<file path="config.mk">
export PLATFORM = sky130hd
export DESIGN_NAME = fp_seq
export DESIGN_NICKNAME = d
export VERILOG_FILES = /design/src/rtl/fp_pkg.sv /design/src/rtl/fp_tick.sv /design/src/rtl/fp_seq.sv
export SDC_FILE = /design/constraint.sdc
export NUM_CORES = 1
export LEC_CHECK = 0
export ABC_AREA = 1
export CAP_MARGIN = 25
export CORE_MARGIN = 2
export CORE_UTILIZATION = 51
export CTS_BUF_LIST = sky130_fd_sc_hd__clkbuf_4
export CTS_CLUSTER_DIAMETER = 120
export DETAILED_ROUTE_END_ITERATION = 8
export PLACE_DENSITY = 0.78
export SLEW_MARGIN = 10
export SYNTH_ARGS = -nofsm -noshare
export SYNTH_HDL_FRONTEND = slang
export SYNTH_SLANG_ARGS = --single-unit
</file>
<file path="constraint.sdc">
create_clock -name __clk -period 1.4 [get_ports __clk]
set_input_delay 0.28 -clock __clk [delete_from_list [all_inputs] [get_ports __clk]]
set_output_delay 0.28 -clock __clk [all_outputs]
set_load 0.05 [all_outputs]
</file>
<file path="src/rtl/fp_pkg.sv">
// Shared definitions for the FPU handshake sequencer: state codes,
// interrupt flag bit positions and the tick-counter preload helper.
package fp_pkg;

  typedef enum logic [2:0] {
    S_IDLE  = 3'd0,
    S_START = 3'd1,
    S_RUN   = 3'd2,
    S_MEM   = 3'd3,
    S_OKP   = 3'd4,
    S_GOT   = 3'd5
  } state_e;

  // Bit positions of the active-high flags in irq_fp.
  // fi_ arrives as {fi0_, fi1_, fi2_, fi3_}, so fi0 sits in the MSB.
  localparam int FI0 = 3;  // fixed-point overflow
  localparam int FI1 = 2;  // FP underflow
  localparam int FI2 = 1;  // FP overflow
  localparam int FI3 = 0;  // divide by zero

  // Preload for the tick counter so that a phase lasts exactly 'ticks'
  // clocks (the zero flag ends the phase); 0 is treated as 1.
  function automatic logic [2:0] tick_init(input logic [2:0] ticks);
    return (ticks == 3'd0) ? 3'd0 : ticks - 3'd1;
  endfunction

endpackage

</file>
<file path="src/rtl/fp_tick.sv">
// Loadable 3-bit down-counter with zero flag; shared by the timed
// phases of the FPU handshake (start strobe, data-valid, acknowledge).
module fp_tick (
  input  logic       clk_i,
  input  logic       rst_i,
  input  logic       load_i,
  input  logic [2:0] val_i,
  input  logic       dec_i,
  output logic       zero_o
);

  logic [2:0] cnt_q;

  // Load has priority over decrement; the count saturates at zero.
  always_ff @(posedge clk_i or posedge rst_i) begin
    if (rst_i) begin
      cnt_q <= 3'd0;
    end else if (load_i) begin
      cnt_q <= val_i;
    end else if (dec_i && (cnt_q != 3'd0)) begin
      cnt_q <= cnt_q - 3'd1;
    end
  end

  assign zero_o = (cnt_q == 3'd0);

endmodule

</file>
<file path="src/rtl/fp_seq.sv">
// CPU-side initiator for the FPU handshake: starts an operation, serves
// the FPU's memory reads, latches completion flags and acknowledges.
// A watchdog turns a stalled FPU into a done+alarm completion.
module fp_seq
  import fp_pkg::*;
#(
  parameter logic [2:0]  START_TICKS = 3'd3,
  parameter logic [2:0]  OK_TICKS    = 3'd3,
  parameter logic [2:0]  GOT_TICKS   = 3'd3,
  parameter logic [15:0] TIMEOUT     = 16'd2000
) (
  input  logic       __clk,
  input  logic       clr,
  input  logic       start,
  input  logic [2:0] op,
  input  logic       nrf_in,
  output logic [2:0] ir,
  output logic       nrf,
  output logic       efp_,
  output logic       got_,
  output logic       ok$,
  input  logic       ekc_fp_,
  input  logic       sr_fp_,
  input  logic       read_fp_,
  output logic       mem_req,
  input  logic       mem_ok,
  input  logic       mem_err,
  input  logic [3:0] fi_,
  output logic [3:0] irq_fp,
  input  logic       irq_clr,
  output logic       busy,
  output logic       done,
  output logic       alarm
);

  state_e      state_q, state_d;
  logic        ph_q, ph_d;        // second half of OKP/GOT: timed phase over, waiting on FPU
  logic [15:0] wd_q, wd_d;
  logic        apend_q, apend_d;  // op will end with alarm
  logic [3:0]  irq_q, irq_d;
  logic [2:0]  ir_q, ir_d;
  logic        nrf_q, nrf_d;
  logic        busy_q, busy_d;
  logic        done_q, done_d;
  logic        alarm_q, alarm_d;

  logic        tk_load, tk_dec, tk_zero;
  logic [2:0]  tk_val;
  logic        wd_hit;
  logic        latch;
  logic [3:0]  fi_act;

  fp_tick u_tick (
    .clk_i  (__clk),
    .rst_i  (clr),
    .load_i (tk_load),
    .val_i  (tk_val),
    .dec_i  (tk_dec),
    .zero_o (tk_zero)
  );

  assign wd_hit = (wd_q == TIMEOUT - 16'd1);

  // Flags from the FPU are active low; present them active high.
  always_comb begin
    fi_act      = 4'd0;
    fi_act[FI0] = ~fi_[3];
    fi_act[FI1] = ~fi_[2];
    fi_act[FI2] = ~fi_[1];
    fi_act[FI3] = ~fi_[0];
  end

  // Next-state, watchdog, tick control and latched-value updates.
  always_comb begin
    state_d = state_q;
    ph_d    = ph_q;
    wd_d    = wd_q;
    apend_d = apend_q;
    ir_d    = ir_q;
    nrf_d   = nrf_q;
    busy_d  = busy_q;
    done_d  = 1'b0;
    alarm_d = 1'b0;
    tk_load = 1'b0;
    tk_val  = 3'd0;
    tk_dec  = 1'b0;
    latch   = 1'b0;

    case (state_q)
      S_IDLE: begin
        if (start) begin
          ir_d    = op;
          nrf_d   = nrf_in;
          busy_d  = 1'b1;
          apend_d = 1'b0;
          wd_d    = 16'd0;
          tk_load = 1'b1;
          tk_val  = tick_init(START_TICKS);
          state_d = S_START;
        end
      end

      S_START: begin
        if (tk_zero) begin
          wd_d    = 16'd0;
          state_d = S_RUN;
        end else begin
          tk_dec = 1'b1;
        end
      end

      S_RUN: begin
        wd_d = wd_q + 16'd1;
        if (!ekc_fp_) begin
          latch   = 1'b1;
          wd_d    = 16'd0;
          ph_d    = 1'b0;
          tk_load = 1'b1;
          tk_val  = tick_init(GOT_TICKS);
          state_d = S_GOT;
        end else if (wd_hit) begin
          apend_d = 1'b1;
          wd_d    = 16'd0;
          ph_d    = 1'b0;
          tk_load = 1'b1;
          tk_val  = tick_init(GOT_TICKS);
          state_d = S_GOT;
        end else if (!sr_fp_ && !read_fp_) begin
          state_d = S_MEM;
        end
      end

      S_MEM: begin
        wd_d = wd_q + 16'd1;
        if (mem_err || (!mem_ok && wd_hit)) begin
          apend_d = 1'b1;
          wd_d    = 16'd0;
          ph_d    = 1'b0;
          tk_load = 1'b1;
          tk_val  = tick_init(GOT_TICKS);
          state_d = S_GOT;
        end else if (mem_ok) begin
          ph_d    = 1'b0;
          tk_load = 1'b1;
          tk_val  = tick_init(OK_TICKS);
          state_d = S_OKP;
        end
      end

      S_OKP: begin
        // Hold ok$ for its ticks, then wait for the request to drop so
        // one request is never served twice.
        if (!ph_q) begin
          if (tk_zero) ph_d = 1'b1;
          else         tk_dec = 1'b1;
        end else if (sr_fp_) begin
          ph_d    = 1'b0;
          wd_d    = 16'd0;
          state_d = S_RUN;
        end
      end

      S_GOT: begin
        wd_d = wd_q + 16'd1;
        if (wd_hit) begin
          done_d  = 1'b1;
          alarm_d = 1'b1;
          busy_d  = 1'b0;
          apend_d = 1'b0;
          ph_d    = 1'b0;
          state_d = S_IDLE;
        end else if (!ph_q) begin
          if (tk_zero) ph_d = 1'b1;
          else         tk_dec = 1'b1;
        end else if (ekc_fp_) begin
          done_d  = 1'b1;
          alarm_d = apend_q;
          busy_d  = 1'b0;
          apend_d = 1'b0;
          ph_d    = 1'b0;
          state_d = S_IDLE;
        end
      end

      default: begin
        state_d = S_IDLE;
      end
    endcase

    // Sticky flags; a clear beats a latch in the same clock.
    if (irq_clr)    irq_d = 4'd0;
    else if (latch) irq_d = irq_q | fi_act;
    else            irq_d = irq_q;
  end

  // State and latched-value registers; reset aborts any operation.
  always_ff @(posedge __clk or posedge clr) begin
    if (clr) begin
      state_q <= S_IDLE;
      ph_q    <= 1'b0;
      wd_q    <= 16'd0;
      apend_q <= 1'b0;
      irq_q   <= 4'd0;
      ir_q    <= 3'd0;
      nrf_q   <= 1'b0;
      busy_q  <= 1'b0;
      done_q  <= 1'b0;
      alarm_q <= 1'b0;
    end else begin
      state_q <= state_d;
      ph_q    <= ph_d;
      wd_q    <= wd_d;
      apend_q <= apend_d;
      irq_q   <= irq_d;
      ir_q    <= ir_d;
      nrf_q   <= nrf_d;
      busy_q  <= busy_d;
      done_q  <= done_d;
      alarm_q <= alarm_d;
    end
  end

  assign efp_    = (state_q != S_START);
  assign got_    = !((state_q == S_GOT) && !ph_q);
  assign ok$     = (state_q == S_OKP) && !ph_q;
  assign mem_req = (state_q == S_MEM);
  assign ir      = ir_q;
  assign nrf     = nrf_q;
  assign irq_fp  = irq_q;
  assign busy    = busy_q;
  assign done    = done_q;
  assign alarm   = alarm_q;

endmodule

</file>
## Yosys cells after proc, flatten, opt, wreduce, memory -nomap -nowiden

Index checks and enable logic that the tools add are counted.

- Bits in latches: 0
- Output and inout port bits: 15
- ROM bits: 0
- Logic and storage cells: 134
- Memories kept: 0
- Bits of input ports: 17
- Bits in registers: 35
- RAM bits: 0

- $lt $le $gt $ge: 0
- Add/sub/neg operators: 2
- Bitwise gates (word level): 5
- Divide/modulo/power cells: 0
- Shifts and indexed selects: 0
- Eq/ne operators: 19
- Reduce and logical (&&, ||, !) cells: 26
- Muxes and demuxes: 71
- Multiply operators: 0

Operators with widths:

| operator | count |
|---|---|
| $mux W16 | 7 |
| $pmux W16 S6 | 1 |
| $mux W3 | 14 |
| $mux W1 | 35 |
| $pmux W3 S6 | 1 |
| $add A16 B1 Y16 const B | 1 |
| $eq A16 B11 Y1 const B | 1 |
| $ne A2 B2 Y1 const B | 6 |
| $mux W2 | 5 |
| $ne A3 B3 Y1 const B | 3 |
| $mux W4 | 2 |
| $pmux W1 S4 | 2 |
| $reduce_and A8 Y1 | 1 |
| $reduce_bool A4 Y1 | 2 |
| $reduce_and A7 Y1 | 1 |
| $eq A3 B2 Y1 const B | 2 |
| $eq A3 B3 Y1 const B | 2 |
| $logic_not A3 Y1 | 2 |
| $ne A3 B1 Y1 const B | 2 |
| $pmux W1 S3 | 2 |
| $pmux W2 S3 | 1 |
| $reduce_bool A2 Y1 | 3 |
| $reduce_bool A6 Y1 | 1 |
| $logic_and A1 B1 Y1 | 5 |
| other kinds (14) | 21 |

## Longest topological paths before layout

Gate-level depths: netlist of the first run.

- Word-level depth: 8
- Gate-level depth with buffers: 12

## Cells and area by module

From an unflattened synthesis of the first run, not the netlist that was laid out.

- Cells, all modules: 306
- Area total of the unflattened synthesis: 2242.2 um2

Modules (own cells, without submodules):

| module | area each (um2) | cells each | instances |
|---|---|---|---|
| fp_seq | 2045.7 | 278 | 1 |
| fp_tick | 196.4 | 28 | 1 |

## Worst setup path after synthesis of the first run

Ideal clock, no wire load.

- Kind: register to register
- From: register wd_q[0]
- To: register wd_q[13]
- Arrival time: 1.427 ns
- Stages on the path, launching flop included: 9
- Setup slack: -0.145 ns
- Period minus slack after synthesis: 1.545 ns
- Library setup time: 0.119 ns
- Cells stage by stage: dfrtp_1 -> ha_1 -> nand3_1 -> nor2_1 -> nand2_2 -> nand3_2 -> nand4_1 -> clkinv_1 -> nor2_1

- Longest elaborated chain between the ends: 5
- Elaborated cells between the ends (all ways): 8

Ends and longest elaborated chain:

| item | line | text |
|---|---|---|
| from (decl) | fp_seq.sv:38 | `logic [15:0] wd_q, wd_d;` |
| from (signal assigned) | fp_seq.sv:212 | `wd_q <= wd_d;` |
| branches (longest 4 deep; another with $add A16 B1 Y16) | - |  |
| $pmux W16 S6 * | fp_seq.sv:89 | `case (state_q)` |

Mark *: on every way between the ends.
A chain may end at the register's enable or synchronous reset.

## Worst setup path after layout of the first run

- From: register state_q[1]
- To: register apend_q

- Longest elaborated chain between the ends: 3
- Elaborated cells between the ends (all ways): 13

Ends and longest elaborated chain:

| item | line | text |
|---|---|---|
| from (decl) | fp_seq.sv:36 | `state_e state_q, state_d;` |
| from (signal assigned) | fp_seq.sv:210 | `state_q <= state_d;` |
| $eq A3 B3 Y1, or another cell as far along | fp_seq.sv:89 |  |
| $ne A3 B3 Y1 (no line), or another cell as far along | - |  |
| $reduce_and A7 Y1 (no line) | - |  |
| to (signal assigned) | fp_seq.sv:213 | `apend_q <= apend_d;` |
| to (decl) | fp_seq.sv:39 | `logic apend_q, apend_d;` |

Several ways; a longest one is shown, not always the timed one.

==> run summary, run 1 <==
Worst r2r dst = apend_q$_DFFE_PP0P_
Core ar. = 4410 µm²
Fmax achieved = 475 MHz
Port bufs = 31
Die Y = 72.0 µm
Reg2reg start = state_q[1]$_DFFE_PP0P_
Detailed Route WL = 12500 µm
Total power = 7.86 mW
Number of global-route vias before repair = 3198
CTS Buf Count = 5
First-pass GRT wire length = 15500 µm
Max_cap viols = 0
Pre-CTS setup slack = -0.348 ns
Ys Warns = 0
CTS sink cnt = 35
Worst slew pin tran = 0.425 ns
Vias/cell = 6.68
Post-CTS Hold Fix Bufs = 0
Fin crit period = 2.10 ns
Tcrit/Tclk final = 1.50
Ports = 32
CP bufs+invs = 2
Maximum VDD drop = 2.01 mV
Antenna diodes = 0
Fin nets = 485
Placed instance area = 3300 µm²
Synthesized area = 2360 µm²
Syn nets = 369
Average size of a mapped cell = 6.75 µm²
Post-route DRC = 0
Initial antenna violation count = 0
Post-synth top area share = 0.372
Yosys cell types = 31
Most frequent cells after synthesis = nand2_1 (107), inv_1 (50), nor2_1 (45)
EDFF count, synth = 0
Final Worst Setup Slack = -0.704 ns
Initial Util = 0.534
Clock Skew = 0.0250 ns
Total GRT Usage = 0.395
CP max FO = 5
Pins Over Slew Limit = 0
Crit path kind = flop to flop
Later-pin clock latency in the skew report = 0.39 ns
Wire per inst = 24.1 µm
Synth area leaders = dfrtp_1 (37%), nand2_1 (17%), inv_1 (8.0%), nand3_1 (7.2%), nor2_1 (7.2%)
CTS Buffer Depth = 2
Synth async-reset ratio = 1.00
Setup crit start kind = flop
R2R depth = 10
Yosys top cell by area = dfrtp_1
Post-Synthesis Cells = 349
Reg-to-reg slack, setup = -0.70 ns
Hold_ws = 0.305 ns
Die area = 5180 µm²
Final setup viols = 39
WP data required = 1.70 ns
CTS clk-pin slew, worst paths = 0.15 ns
CTS H-tree depth = 2
CP Cell Sequence = buf_6 -> buf_4 -> o21ai_1 -> nand2_1 -> nand2_1 -> nand2_1 -> nor2_2 -> nand3_1 -> nand2_1 -> nand2_1
Ys flop type = dfrtp_1
Layout cells sized above 1 = 0.453
Critical Path AT = 2.41 ns
Sequential area share after synthesis = 0.372
Grt total ovfl = 0
Max incr delay on CP = 0.51 ns
Detailed Place HPWL = 5070 µm
Failing checks = setup timing
DR pass1 iterations = 8
CTS tree = yes
Pwr/cell area = 1960 nW/µm²
Most frequent cell after synthesis = nand2_1
Slew HR = 0.715
Placement Rows = 24
Crit path max-delay family = simple AND/OR/NAND/NOR gates
Fin. Hold Viols = 0
Largest net degree at the start of global routing = 36
Hold Path Class = input pin to async pin
Leakage = 2.05 nW
Final ANT Viol Nets = 0
Initial DRC count = 665
Root buffer cell = clkbuf_4
GP Congestion = 0.952
Flops & latches, synth = 35
Detailed-route via count = 3459
Crit-path most repeated cell = nand2_1
Crit path capture type = flop
Status = complete, but fails checks
Area delta synth->final = 70.5%
Slowest-stage cell, CP = dfrtp_2
Die width = 72.0 µm
RSZ-0062 raised after global routing = yes
Finished Cell Area = 4020 µm²
[power breakdown]
| group | leakage [nW] | internal, mW | switching, mW | total (mW) |
|---|---|---|---|---|
| combinational | 1.55 | 2.20 | 3.31 | 5.50 |
| clock | 0.0426 | 0.367 | 0.435 | 0.802 |
| sequential | 0.460 | 1.24 | 0.315 | 1.56 |
| total | 2.05 | 3.81 | 4.06 | 7.86 |
[worst max-delay path by stage]
stage                                      end  slack [ns]  cells after the start                   startpoint
after global placement    wd_q[13]$_DFFE_PP0P_       -0.31                      8                       sr_fp_
after detailed placement  wd_q[13]$_DFFE_PP0P_       -0.35                      8                       sr_fp_
final                      apend_q$_DFFE_PP0P_       -0.70                     10       state_q[1]$_DFFE_PP0P_
after floorplan           wd_q[13]$_DFFE_PP0P_      -0.006                      9  u_tick.cnt_q[0]$_DFFE_PP0P_
after global routing       apend_q$_DFFE_PP0P_       -0.75                     10       state_q[1]$_DFFE_PP0P_
after CTS                              mem_req       -0.27                      4       state_q[2]$_DFFE_PP0P_
[layout by cell type, fill, tap and decap left out, types with 3 or more instances in the layout]
cell type	count
nand2_4	9
o21ba_2	4
nor2_1	24
nor2_4	13
mux2_2	4
nand2_2	25
xor2_1	5
nor2_2	15
nand2_1	78
clkbuf_4	5
inv_1	41
clkdlybuf4s50_1	16
nand3_2	9
nand3_4	5
buf_12	16
dfrtp_2	3
dfrtp_1	32
buf_6	12
nand4_1	24
inv_2	9
nand3_1	22
buf_4	68
[registers in the layout, summed over array words and instances (netlist names)]
register	count
alarm	1
irq_fp	4
ph_q	1
done	1
u_tick.cnt_q	3
ir	3
busy	1
apend_q	1
wd_q	16
state_q	3
nrf	1
[logic make-up (layout without fill, tap and decap cells)]
kind of cell | after synthesis | in the layout | synth area share
simple gates | 228 | 230 | 0.431
buf+inv | 59 | 174 | 0.0982
flops | 35 | 35 | 0.372
compound gates | 14 | 14 | 0.0419
xor+xnor | 6 | 6 | 0.0223
mux | 4 | 4 | 0.0191
fa+ha+maj | 3 | 3 | 0.0159
[worst min-delay path: stages]
cell and delay (ns):
clkdlybuf4s50_1 0.42, inv_1 0.14, buf_12 0.24
[area by class of cell]
cell class	count	area, µm²
timing repair buffer	112	1130
clock inverter	3	38.8
fill	160	395
sequential	35	880
tap	52	65.1
clock buffer	5	37.5
multi-input combinational	257	1660
inverter	54	213
[through the flow]
| stage | util | std cells | TNS [ns] |
|---|---|---|---|
| final | 0.910 | 518 | -12.28 |
| after global routing | 0.910 | 518 | -14.11 |
| after CTS | 0.852 | 507 | -5.59 |
| after detailed placement | 0.748 | 481 | -6.94 |
| after global placement | 0.748 | 481 | -5.79 |
| after floorplan | - | 349 | -0.0198 |
[routing by layer]
metal  vias up  GRT usage  share of wire
met1      1525      0.447           0.31
li1       1343          -              -
met3       184     0.0875           0.14
met2       407      0.669           0.43
met5         -          0              0
met4         0      0.262           0.12
[repair_timing]
action,in CTS,in global routing
gates resized for setup,65,50
gates cloned,2,0
endpoints found under the setup margin,39,39
pin swaps,39,29
buffers inserted,16,11
No activity file was read; power rests on OpenSTA's default activity.
==> inputs of run 2 (changes only) <==
CTS_CLUSTER_SIZE = 28   (was unset)
==> results of run 2 <==
Final layout, timing and power as in run 1 (identical DEF).
